<file path="config.mk">
export PLATFORM = sky130hd
export DESIGN_NAME = ethernet_axil_bridge
export DESIGN_NICKNAME = d
export VERILOG_FILES = /design/src/rtl/eth_axil_pkg.sv /design/src/rtl/eth_axil_strb_decode.sv /design/src/rtl/ethernet_axil_bridge.sv
export SDC_FILE = /design/constraint.sdc
export NUM_CORES = 1
export LEC_CHECK = 0
export ABC_AREA = 1
export CORE_MARGIN = 4
export CORE_UTILIZATION = 42
export CTS_CLUSTER_SIZE = 12
export DETAILED_ROUTE_END_ITERATION = 10
export PLACE_DENSITY = 0.82
export SLEW_MARGIN = 10
export SYNTH_ARGS = -nofsm -noshare
export SYNTH_HDL_FRONTEND = slang
export SYNTH_SLANG_ARGS = --single-unit
</file>
<file path="constraint.sdc">
create_clock -name clk_i -period 1.4 [get_ports clk_i]
set_input_delay 0.35 -clock clk_i [delete_from_list [all_inputs] [get_ports clk_i]]
set_output_delay 0.35 -clock clk_i [all_outputs]
set_load 0.005 [all_outputs]
</file>
<file path="src/rtl/eth_axil_pkg.sv">
// rtl/eth_axil_pkg.sv - shared types and constants for the ethernet AXI-Lite bridge
package eth_axil_pkg;

  localparam int addr_width_lp = 14;

  localparam logic [1:0] RESP_OKAY   = 2'b00;
  localparam logic [1:0] RESP_SLVERR = 2'b10;

  typedef enum logic [2:0] {
    IDLE,
    WR_ISSUE,
    RD_ISSUE,
    WAIT_RESP,
    B_RESP,
    R_RESP
  } state_e;

  // Width needed to hold log2(bytes per beat) as an op_size value.
  function automatic int size_width_f(input int data_width);
    return $clog2($clog2(data_width / 8) + 1);
  endfunction

endpackage

</file>
<file path="src/rtl/eth_axil_strb_decode.sv">
// rtl/eth_axil_strb_decode.sv - maps a write strobe to {legal, op_size, byte offset}
module eth_axil_strb_decode #(
  parameter int bytes_p      = 4,
  parameter int off_width_p  = 2,
  parameter int size_width_p = 2
) (
  input  logic [bytes_p-1:0]      strb_i,
  output logic                    legal_o,
  output logic [size_width_p-1:0] size_o,
  output logic [off_width_p-1:0]  offset_o
);

  // Legal strobes are exactly the naturally aligned power-of-two runs.
  always_comb begin
    legal_o  = 1'b0;
    size_o   = '0;
    offset_o = '0;
    for (int s = 0; s <= off_width_p; s++) begin
      for (int o = 0; o < bytes_p; o += (1 << s)) begin
        if (strb_i == bytes_p'(((64'd1 << (1 << s)) - 64'd1) << o)) begin
          legal_o  = 1'b1;
          size_o   = size_width_p'(s);
          offset_o = off_width_p'(o);
        end
      end
    end
  end

endmodule

</file>
<file path="src/rtl/ethernet_axil_bridge.sv">
// rtl/ethernet_axil_bridge.sv - AXI-Lite slave issuing one controller op per read or write
module ethernet_axil_bridge
  import eth_axil_pkg::*;
#(
  parameter int axil_addr_width_p = 32,
  parameter int data_width_p      = 32,
  parameter int timeout_p         = 1024
) (
  input  logic                                    clk_i,
  input  logic                                    reset_n_i,
  input  logic [axil_addr_width_p-1:0]            s_axil_awaddr_i,
  input  logic                                    s_axil_awvalid_i,
  output logic                                    s_axil_awready_o,
  input  logic [data_width_p-1:0]                 s_axil_wdata_i,
  input  logic [data_width_p/8-1:0]               s_axil_wstrb_i,
  input  logic                                    s_axil_wvalid_i,
  output logic                                    s_axil_wready_o,
  output logic [1:0]                              s_axil_bresp_o,
  output logic                                    s_axil_bvalid_o,
  input  logic                                    s_axil_bready_i,
  input  logic [axil_addr_width_p-1:0]            s_axil_araddr_i,
  input  logic                                    s_axil_arvalid_i,
  output logic                                    s_axil_arready_o,
  output logic [data_width_p-1:0]                 s_axil_rdata_o,
  output logic [1:0]                              s_axil_rresp_o,
  output logic                                    s_axil_rvalid_o,
  input  logic                                    s_axil_rready_i,
  output logic [addr_width_lp-1:0]                addr_o,
  output logic                                    write_en_o,
  output logic                                    read_en_o,
  input  logic                                    ready_and_i,
  output logic [size_width_f(data_width_p)-1:0]   op_size_o,
  output logic [data_width_p-1:0]                 write_data_o,
  input  logic                                    valid_i,
  output logic                                    ready_and_o,
  input  logic [data_width_p-1:0]                 read_data_i
);

  localparam int bytes_lp      = data_width_p / 8;
  localparam int off_width_lp  = $clog2(bytes_lp);
  localparam int size_width_lp = size_width_f(data_width_p);
  localparam int cnt_width_lp  = $clog2(timeout_p + 1);

  logic                                 aw_full_q, w_full_q, ar_full_q;
  logic [addr_width_lp-off_width_lp-1:0] awaddr_q, araddr_q;
  logic [data_width_p-1:0]              wdata_q;
  logic [bytes_lp-1:0]                  wstrb_q;

  state_e                   state_q, state_d;
  logic                     rd_prio_q, rd_prio_d;
  logic                     op_rd_q, op_rd_d;
  logic                     owe_q, owe_d, drop_q, drop_d;
  logic [1:0]               resp_q, resp_d;
  logic [data_width_p-1:0]  rdata_q, rdata_d, wr_data_q, wr_data_d;
  logic [addr_width_lp-1:0] addr_q, addr_d;
  logic [size_width_lp-1:0] size_q, size_d;
  logic [cnt_width_lp-1:0]  cnt_q, cnt_d;

  logic                     dec_legal;
  logic [size_width_lp-1:0] dec_size;
  logic [off_width_lp-1:0]  dec_offset;

  eth_axil_strb_decode #(
    .bytes_p      (bytes_lp),
    .off_width_p  (off_width_lp),
    .size_width_p (size_width_lp)
  ) strb_decode (
    .strb_i   (wstrb_q),
    .legal_o  (dec_legal),
    .size_o   (dec_size),
    .offset_o (dec_offset)
  );

  logic aw_take, w_take, ar_take, b_done, r_done, wr_pend, pick_wr;
  assign aw_take = s_axil_awvalid_i & ~aw_full_q;
  assign w_take  = s_axil_wvalid_i & ~w_full_q;
  assign ar_take = s_axil_arvalid_i & ~ar_full_q;
  assign b_done  = (state_q == B_RESP) & s_axil_bready_i;
  assign r_done  = (state_q == R_RESP) & s_axil_rready_i;
  assign wr_pend = aw_full_q & w_full_q;
  assign pick_wr = wr_pend & (~ar_full_q | ~rd_prio_q);

  logic unused_addr_bits;
  assign unused_addr_bits = ^{s_axil_awaddr_i[axil_addr_width_p-1:addr_width_lp],
                              s_axil_awaddr_i[off_width_lp-1:0],
                              s_axil_araddr_i[axil_addr_width_p-1:addr_width_lp],
                              s_axil_araddr_i[off_width_lp-1:0], drop_q};

  always_comb begin
    state_d   = state_q;
    rd_prio_d = rd_prio_q;
    op_rd_d   = op_rd_q;
    owe_d     = owe_q;
    drop_d    = drop_q;
    resp_d    = resp_q;
    rdata_d   = rdata_q;
    wr_data_d = wr_data_q;
    addr_d    = addr_q;
    size_d    = size_q;
    cnt_d     = '0;
    // A response still owed by a timed-out op is swallowed outside WAIT_RESP.
    if (owe_q && valid_i && state_q != WAIT_RESP) begin
      owe_d  = 1'b0;
      drop_d = 1'b1;
    end
    case (state_q)
      IDLE: begin
        if (pick_wr) begin
          rd_prio_d = 1'b1;
          op_rd_d   = 1'b0;
          addr_d    = {awaddr_q, dec_offset};
          size_d    = dec_size;
          wr_data_d = wdata_q >> {dec_offset, 3'b000};
          resp_d    = dec_legal ? RESP_OKAY : RESP_SLVERR;
          state_d   = dec_legal ? WR_ISSUE : B_RESP;
        end else if (ar_full_q) begin
          rd_prio_d = 1'b0;
          op_rd_d   = 1'b1;
          addr_d    = {araddr_q, {off_width_lp{1'b0}}};
          size_d    = size_width_lp'(off_width_lp);
          resp_d    = RESP_OKAY;
          rdata_d   = '0;
          state_d   = RD_ISSUE;
        end
      end
      WR_ISSUE, RD_ISSUE: if (ready_and_i) state_d = WAIT_RESP;
      WAIT_RESP: begin
        cnt_d = cnt_q + cnt_width_lp'(1);
        if (valid_i) begin
          if (op_rd_q) rdata_d = read_data_i;
          state_d = op_rd_q ? R_RESP : B_RESP;
        end else if (cnt_q == cnt_width_lp'(timeout_p - 1)) begin
          resp_d  = RESP_SLVERR;
          rdata_d = '0;
          owe_d   = 1'b1;
          state_d = op_rd_q ? R_RESP : B_RESP;
        end
      end
      B_RESP: if (s_axil_bready_i) state_d = IDLE;
      R_RESP: if (s_axil_rready_i) state_d = IDLE;
      default: state_d = IDLE;
    endcase
  end

  always_ff @(posedge clk_i) begin
    if (!reset_n_i) begin
      aw_full_q <= 1'b0;
      w_full_q  <= 1'b0;
      ar_full_q <= 1'b0;
      awaddr_q  <= '0;
      araddr_q  <= '0;
      wdata_q   <= '0;
      wstrb_q   <= '0;
      state_q   <= IDLE;
      rd_prio_q <= 1'b0;
      op_rd_q   <= 1'b0;
      owe_q     <= 1'b0;
      drop_q    <= 1'b0;
      resp_q    <= RESP_OKAY;
      rdata_q   <= '0;
      wr_data_q <= '0;
      addr_q    <= '0;
      size_q    <= '0;
      cnt_q     <= '0;
    end else begin
      if (aw_take) begin
        aw_full_q <= 1'b1;
        awaddr_q  <= s_axil_awaddr_i[addr_width_lp-1:off_width_lp];
      end else if (b_done) aw_full_q <= 1'b0;
      if (w_take) begin
        w_full_q <= 1'b1;
        wdata_q  <= s_axil_wdata_i;
        wstrb_q  <= s_axil_wstrb_i;
      end else if (b_done) w_full_q <= 1'b0;
      if (ar_take) begin
        ar_full_q <= 1'b1;
        araddr_q  <= s_axil_araddr_i[addr_width_lp-1:off_width_lp];
      end else if (r_done) ar_full_q <= 1'b0;
      state_q   <= state_d;
      rd_prio_q <= rd_prio_d;
      op_rd_q   <= op_rd_d;
      owe_q     <= owe_d;
      drop_q    <= drop_d;
      resp_q    <= resp_d;
      rdata_q   <= rdata_d;
      wr_data_q <= wr_data_d;
      addr_q    <= addr_d;
      size_q    <= size_d;
      cnt_q     <= cnt_d;
    end
  end

  assign s_axil_awready_o = reset_n_i & ~aw_full_q;
  assign s_axil_wready_o  = reset_n_i & ~w_full_q;
  assign s_axil_arready_o = reset_n_i & ~ar_full_q;
  assign s_axil_bvalid_o  = (state_q == B_RESP);
  assign s_axil_rvalid_o  = (state_q == R_RESP);
  assign s_axil_bresp_o   = resp_q;
  assign s_axil_rresp_o   = resp_q;
  assign s_axil_rdata_o   = rdata_q;
  assign write_en_o       = (state_q == WR_ISSUE);
  assign read_en_o        = (state_q == RD_ISSUE);
  assign addr_o           = addr_q;
  assign op_size_o        = size_q;
  assign write_data_o     = wr_data_q;
  assign ready_and_o      = reset_n_i & ((state_q == WAIT_RESP) | owe_q);

endmodule
</file>
Word-level counts from Yosys, hierarchy flattened:

Index checks and enable logic that the tools add are counted.

* bits in registers: 162
* bits of input ports: 141
* output and inout bits: 92
* word-level logic and storage cells: 130

* add/sub/neg operators: 1
* equal/unequal tests: 24
* shift-type cells: 1
* mux-type cells: 55
* bitwise operators: 17
* reduce and logical (&&, ||, !) cells: 15

Operators by type and width (count)
* two-way mux 32 bit: 5
* one-hot mux 32 bit (2 select lines): 1
* right shift 32 x 5 -> 32 bit: 1
* two-way mux 14 bit: 2
* two-way mux 2 bit: 13
* two-way mux 1 bit: 24
* two-way mux 3 bit: 8
* one-hot mux 3 bit (5 select lines): 1
* == test 4 bit (second input constant): 3
* adder 11 x 1 -> 11 bit (second input constant): 1
* AND 1 bit: 11
* == test 11 x 10 -> 1 bit (second input constant): 1
* != test 2 bit (second input constant): 5
* AND reduction 5 bit: 2
* nonzero test 2 bit: 5
* != test 3 bit (second input constant): 3
* == test 4 x 2 -> 1 bit (second input constant): 2
* == test 3 x 2 -> 1 bit (second input constant): 2
* == test 3 bit (second input constant): 2
* AND reduction 2 bit: 3
* == test 4 x 1 -> 1 bit (second input constant): 1
* == test 4 x 3 -> 1 bit (second input constant): 1
* != test 2 x 1 -> 1 bit (second input constant): 2
* inverter 1 bit: 4
* 8 further kinds: 10

Depth between registers and ports, before layout:

Gate-level depths: netlist of run 1.

* depth in word-level cells: 11
* gate-level depth with buffers: 11
* depth with buffers taken out: 10

Hierarchy:

Synthesis of run 1 repeated with hierarchy kept, for this count alone.

* cell total of the unflattened synthesis: 1009
* area, all modules: 6991.7 um2

By module, submodules not included
* ethernet_axil_bridge: instances 1, cells each 986, area each 6887.9 um2, seq. area each 3223.1 um2
* eth_axil_strb_decode: instances 1, cells each 23, area each 103.8 um2, seq. area each 0.0 um2

Least setup slack after synthesis of run 1:

No wires, ideal clock.

* path kind: register to register
* start point: reg cnt_q[0]
* end point: reg rdata_q[10], in the netlist s_axil_rdata_o[10]
* setup time: 0.110 ns
* arrival: 1.432 ns
* data required time: 1.290 ns
* setup slack: -0.142 ns
* stages on the path, launching flop included: 10
* buffers on the path: 1
* period minus slack after synthesis: 1.542 ns
* path through: dfxtp_1 ha_1 nand2_1 nor2_2 nand3_1 nand2_1 buf_2 nand3_1 nand2_1 nor2_1

* cells in the longest elaborated chain, start to end: 3

Ends and longest elaborated chain
* start: declaration: line ethernet_axil_bridge.sv:57 `logic [cnt_width_lp-1:0] cnt_q, cnt_d;`
* start signal: assignment: line ethernet_axil_bridge.sv:189 `cnt_q <= cnt_d;`
* == test 11 x 10 -> 1 bit: line ethernet_axil_bridge.sv:132 `end else if (cnt_q == cnt_width_lp'(timeout_p - 1)) begin`
* != test 3 bit (no source line)
* AND reduction 5 bit (no source line)
* end signal: assignment: line ethernet_axil_bridge.sv:185 `rdata_q <= rdata_d;`
* end: declaration: line ethernet_axil_bridge.sv:54 `logic [data_width_p-1:0] rdata_q, rdata_d, wr_data_q, wr_data_d;`

Every way passes these cells.
A chain may end at the register's enable or synchronous reset.

Worst setup path in the final report of run 1:

* start point: reg state_q[2]
* end point: reg rdata_q[3], in the netlist s_axil_rdata_o[3]

* cells in the longest elaborated chain, start to end: 3
* elaborated cells on any way between the ends: 9
* classes of those cells: eq/ne (5); mux (1); reduce/logical (3)

Ends and longest elaborated chain
* start: declaration: line ethernet_axil_bridge.sv:49 `state_e state_q, state_d;`
* start signal: assignment: line ethernet_axil_bridge.sv:179 `state_q <= state_d;`
* == test 3 x 2 -> 1 bit / zero test 3 bit (equally long branches): line ethernet_axil_bridge.sv:106 `case (state_q)`
* != test 3 bit (no source line), or another cell as far along
* AND reduction 5 bit (no source line)

Several ways; a longest one is shown, not always the timed one.

==> results.json, run 1 <==
{
  "status": "complete, but fails checks",
  "violations": "setup timing",
  "clock_path_buffers": 2,
  "async_flop_share": 0,
  "utilization": 0.701,
  "htreeDepth": 4,
  "crit_type": "register to register",
  "antenna_found_initial": 0,
  "yosysUniqueCellTypes": 29,
  "clock_latency_ps": 430,
  "drtAntennaViolNets": 0,
  "ys.flop_type": "dfxtp_1",
  "yosysSeqAreaShare": 0.459,
  "dp_hpwl_um": 14800,
  "synth.yosys.warnings": 0,
  "critPathRequiredTime_ps": 1760,
  "drive_above_1_share": 0.281,
  "drc": 0,
  "drt-pass1-iter-count": 5,
  "nFillCells": 1222,
  "final_cells": 1538,
  "power_mw": 17.8,
  "setup_ws_ps": -261,
  "startpoint_type": "register",
  "fmax_ghz": 0.602,
  "grt_pass1_vias": 6831,
  "worst-r2r-setup-slack_ps": -260,
  "first_iter_violations": 540,
  "worst_setup_path_end_kind": "register",
  "synthToLayoutAreaGrowth_pct": 64.4,
  "avgSynthCellArea_um2": 6.74,
  "hp-class": "input port to register",
  "grt_max_degree": 64,
  "nets": 1447,
  "row_count": 47,
  "die_h_um": 137,
  "cp_data_arrival_time_ps": 2020,
  "core_area_mm2": 0.0165,
  "hold_violations": 0,
  "synth_edf_count": 0,
  "setup_viol": 91,
  "cts_made_buffers": 17,
  "routedWlPerCell_um": 15.5,
  "grt_pass1_wl_um": 33600,
  "timing.final.crit_share": 1.19,
  "period_needed_ps": 1660,
  "vias": 7767,
  "syn_area_mm2": 0.00702,
  "dpl_cell_area_mm2": 0.00979,
  "grt_usage": 0.225,
  "grt_setup_unrepaired": "yes",
  "clk_pin_slew_ps": 70,
  "cts.sink_count": 161,
  "diodes": 0,
  "slew_violations": 0,
  "start_util": 0.427,
  "path_max_fanout": 8,
  "ios": 233,
  "max_cap_violations": 0,
  "root_buffer": "clkbuf_16",
  "ir_worst_vdd_mv": 1.01,
  "postLayoutCellArea_mm2": 0.0115,
  "port_buffers": 190,
  "grt_overflow": 0,
  "cts_tree": "done",
  "dpl.cell_count": 1475,
  "routed_via_density": 5.05,
  "syn_inst": 1042,
  "die_x_um": 137,
  "gp_congestion": 0.872,
  "clock-skew-final_ps": 8.29,
  "routed_wl_um": 23800,
  "p_leak_nw": 5.35,
  "synth-seq-cells": 161,
  "power_density_mw_per_mm2": 1540,
  "die-area_mm2": 0.0189
}
-- path summary, 6_finish.rpt --
path                       endpoint  startpoint  cells past startpoint
setup / recovery  s_axil_rdata_o[3]  state_q[2]                     11
hold / removal           wstrb_q[1]   reset_n_i                      4
setup reg to reg  s_axil_rdata_o[3]  state_q[2]                     11
hold reg to reg           addr_o[5]   addr_o[5]                      2
-- cells in the final DEF, fill, tap and decap left out, types with 24 or more instances in the layout --
cell type and count:
nand2_4 38, o21ai_0 69, nor2_1 130, dfxtp_2 25, dlygate4sd2_1 47, a21oi_1 37
inv_2 30, dfxtp_1 129, inv_1 104, nand3_1 50, clkdlybuf4s50_1 99, nand2_1 217
clkdlybuf4s15_1 24, buf_4 64, buf_6 24
-- cells by family (layout without fill, tap and decap cells) --
logic type                 count (synthesis)  after routing  synth area share
other                                      1              2          0.000534
buffers and inverters                    197            472             0.115
AOI/OAI and AO/OA                        167            167             0.128
adders and majority gates                  1              1           0.00178
and+or+nand+nor                          515            515             0.296
DFF                                      161            161             0.459
-- report_power, final --
group          internal (mW)  leakage, nW  switching (mW)
logic                   3.42         3.71            3.88
clock network           2.86        0.302            2.06
registers               5.16         1.34           0.359
-- synthesized netlist by cell type (7+ instances only) --
cell / number / area share
nand3_1: 67 / 0.048
inv_1: 136 / 0.073
o21ai_0: 88 / 0.063
a22oi_1: 7 / 0.0075
nor2_1: 157 / 0.084
dfxtp_1: 161 / 0.46
a31oi_1: 10 / 0.0089
a21oi_1: 49 / 0.035
o211ai_1: 10 / 0.011
buf_2: 10 / 0.0071
clkbuf_1: 32 / 0.017
nand2_1: 277 / 0.15
-- area by class of cell --
type / count / area [µm²] / area share
multi-input cells: 685 / 3780 / 0.328
flip-flops and latches: 161 / 3280 / 0.284
repair buffers: 301 / 3040 / 0.264
inverters: 139 / 541 / 0.0468
clock buffers: 17 / 425 / 0.0368
well taps: 220 / 275 / 0.0238
clock inverters: 15 / 196 / 0.0170
-- registers in the layout, indices dropped and copies added (netlist names) --
name	flops
s_axil_rdata_o	32
wdata_q	32
write_data_o	32
addr_o	14
araddr_q	12
awaddr_q	12
cnt_q	11
wstrb_q	4
state_q	3
op_size_o	2
ar_full_q	1
aw_full_q	1
op_rd_q	1
owe_q	1
rd_prio_q	1
s_axil_bresp_o	1
w_full_q	1
-- worst max-delay path, cell delays in order, from the launching register on --
cell and delay (ps):
dfxtp_4 370, inv_6 80, nand3_4 90, buf_8 150, nand2_4 80, nand2_4 60, nor2_4 180, nand2_4 150
clkbuf_16 200, nand2_1 70, inv_1 40, nor2_1 110
-- layer usage --
layer,vias up,share of wire,track usage
li1,3780,-,-
met1,3621,0.40,0.292
met5,-,0,0
met3,57,0.074,0.0493
met2,309,0.49,0.369
met4,0,0.032,0.0798
-- metrics by stage --
| stage | setup slack (ps) | TNS, ps | hold slack, ps |
|---|---|---|---|
| after detailed placement | -394 | -30170 | 454 |
| after CTS | -196 | -10790 | 341 |
| after floorplan | 3.59 | 0 | 395 |
| after global routing | -312 | -18330 | 364 |
| final | -261 | -12620 | 355 |
| after global placement | -382 | -26140 | 445 |
-- repair_timing --
action / CTS / global route
setup endpoints to repair: 174 / 143
setup buffers: 7 / 19
pin swaps: 8 / 63
resized for setup: 186 / 287
gates cloned: 3 / 5
hold buffers: 0 / 0
Note: power is estimated with default switching activity, not from simulation.
==> run 2, diff against run 1 <==
Settings changed: CORE_MARGIN 4 to not set.
==> run 2 against run 1 <==
Against the previous run:
- the flow still finishes with violations (setup timing)
- routed wire length is 3.1% lower
- utilization is 1.4 points lower
- count of clock-buffer cells in the layout is 3 higher
- sequential power hardly changed
- cell count hardly changed
- sequential cell count stayed put
- via count is 0.94% higher
- clock power is 4% lower
==> results.json, run 2 (synthesized netlist as in run 1, its figures left out) <==
{
  "status": "complete, but fails checks",
  "violations": "setup timing",
  "met3_usage": 0.0436,
  "ios": 233,
  "nFillCells": 1299,
  "grt.busiest_layer": "met2",
  "grt_usage": 0.252,
  "worst-r2r-setup-slack_ps": -230,
  "min_from": "reset_n_i",
  "multi_input_area_mm2": 0.00340,
  "grt_pass1_vias": 7189,
  "drive_above_1_share": 0.217,
  "drc": 0,
  "clock_path_buffers": 2,
  "nets": 1452,
  "ir_worst_vdd_mv": 0.937,
  "use_met2": 0.410,
  "synthToLayoutAreaGrowth_pct": 57.6,
  "seq_area_mm2": 0.00328,
  "routedWlPerCell_um": 15.0,
  "final_cell_mix": "nand2_1, nor2_1, dfxtp_1",
  "path_max_fanout": 7,
  "start_util": 0.436,
  "r2r_start": "state_q[0]",
  "die_h_um": 131,
  "root_buffer": "clkbuf_16",
  "hp-class": "input port to register",
  "min_path_cells": 4,
  "clock_latency_ps": 430,
  "fmax_ghz": 0.612,
  "drtAntennaViolNets": 0,
  "slew_violations": 0,
  "dpl_cell_area_mm2": 0.00968,
  "startpoint_type": "register",
  "grt_use_met1": 0.326,
  "clock-skew-final_ps": 16.6,
  "power_density_mw_per_mm2": 1460,
  "grt_overflow": 0,
  "grt_max_degree": 64,
  "diodes": 0,
  "row_count": 46,
  "gp_congestion": 0.915,
  "cts_hold_buf": 0,
  "rr_worst_depth": 11,
  "cts.sink_count": 161,
  "p_leak_nw": 5.27,
  "grt_pass1_wl_um": 35100,
  "dp_slack_ps": -402,
  "crit_type": "register to register",
  "routed_via_density": 5.09,
  "cp_data_arrival_time_ps": 2010,
  "antenna_found_initial": 0,
  "cts_tree": "done",
  "max_cap_violations": 0,
  "die_x_um": 131,
  "clk_pin_slew_ps": 60,
  "timing.final.crit_share": 1.17,
  "die-area_mm2": 0.0172,
  "drt-pass1-iter-count": 7,
  "core_area_mm2": 0.0161,
  "setup_ws_ps": -233,
  "grt_setup_unrepaired": "yes",
  "critPathRequiredTime_ps": 1780,
  "hold_end": "addr_o[5]",
  "cts_made_buffers": 17,
  "vias": 7840,
  "setup_viol": 88,
  "dp_hpwl_um": 14300,
  "htreeDepth": 4,
  "port_buffers": 190,
  "rr_endpoint": "write_data_o[2]",
  "first_iter_violations": 579,
  "routed_wl_um": 23100,
  "layout_commonest_cell": "nand2_1",
  "postLayoutCellArea_mm2": 0.0111,
  "hold_violations": 0,
  "worst_setup_path_end_kind": "register",
  "period_needed_ps": 1630
}
run 2: cell type report:
| type | instances | share of cell area |
|---|---|---|
| clock inverter | 12 | 0.0140 |
| sequential | 161 | 0.296 |
| timing repair buffer | 305 | 0.269 |
| clock buffer | 20 | 0.0403 |
| tap | 216 | 0.0244 |
| inverter | 139 | 0.0484 |
| timing repair inverter | 1 | 0.000678 |
| multi-input combinational | 685 | 0.307 |
run 2: report_power, final:
part	switching [mW]	internal [mW]
Sequential	0.346	5.17
Combinational	3.14	2.79
Clock	1.90	2.86
run 2: critical path: stages, from the launching register on:
cell and delay, ps:
dfxtp_4 370, nor2_4 150, nand2_4 100, inv_4 80
nand2_4 70, nor2_4 210, buf_6 140, buf_12 130
nand2_1 70, nand3_1 120, nand2_1 80, inv_1 60
run 2: what timing repair did:
action | 4_1_cts | 5_1_grt
resized for setup | 210 | 113
gates cloned | 5 | 5
pin swaps | 11 | 26
setup endpoints to repair | 184 | 116
buffers inserted | 14 | 13
run 2: through the flow:
stage	std cells	hold WS [ps]	power (mW)	util	TNS [ps]
finish	1539	443	16.2	0.687	-10170
global placement	1473	446	10.4	0.601	-23710
floorplan	1043	395	8.38	-	0
CTS	1524	417	15.7	0.659	-8610
detailed placement	1473	455	10.5	0.601	-27920
global route	1539	457	17.1	0.687	-16250
run 2: layer usage:
metal	vias to the layer above	routed length, µm
met5	-	0
met3	42	1730
met2	396	11200
met1	3618	9440
li1	3784	-
met4	0	653
run 2: worst max-delay path by stage:
stage	endpoint	startpoint	slack, ps	depth (start not counted)
5_1_grt	write_data_o[2]	state_q[2]	-330	12
3_3_place_gp	s_axil_rdata_o[29]	valid_i	-340	11
6_report	write_data_o[2]	state_q[0]	-230	11
3_5_place_dp	s_axil_rdata_o[1]	valid_i	-400	10
2_1_floorplan	s_axil_rdata_o[31]	cnt_q[1]	4	10
4_1_cts	write_en_o	state_q[2]	-270	6
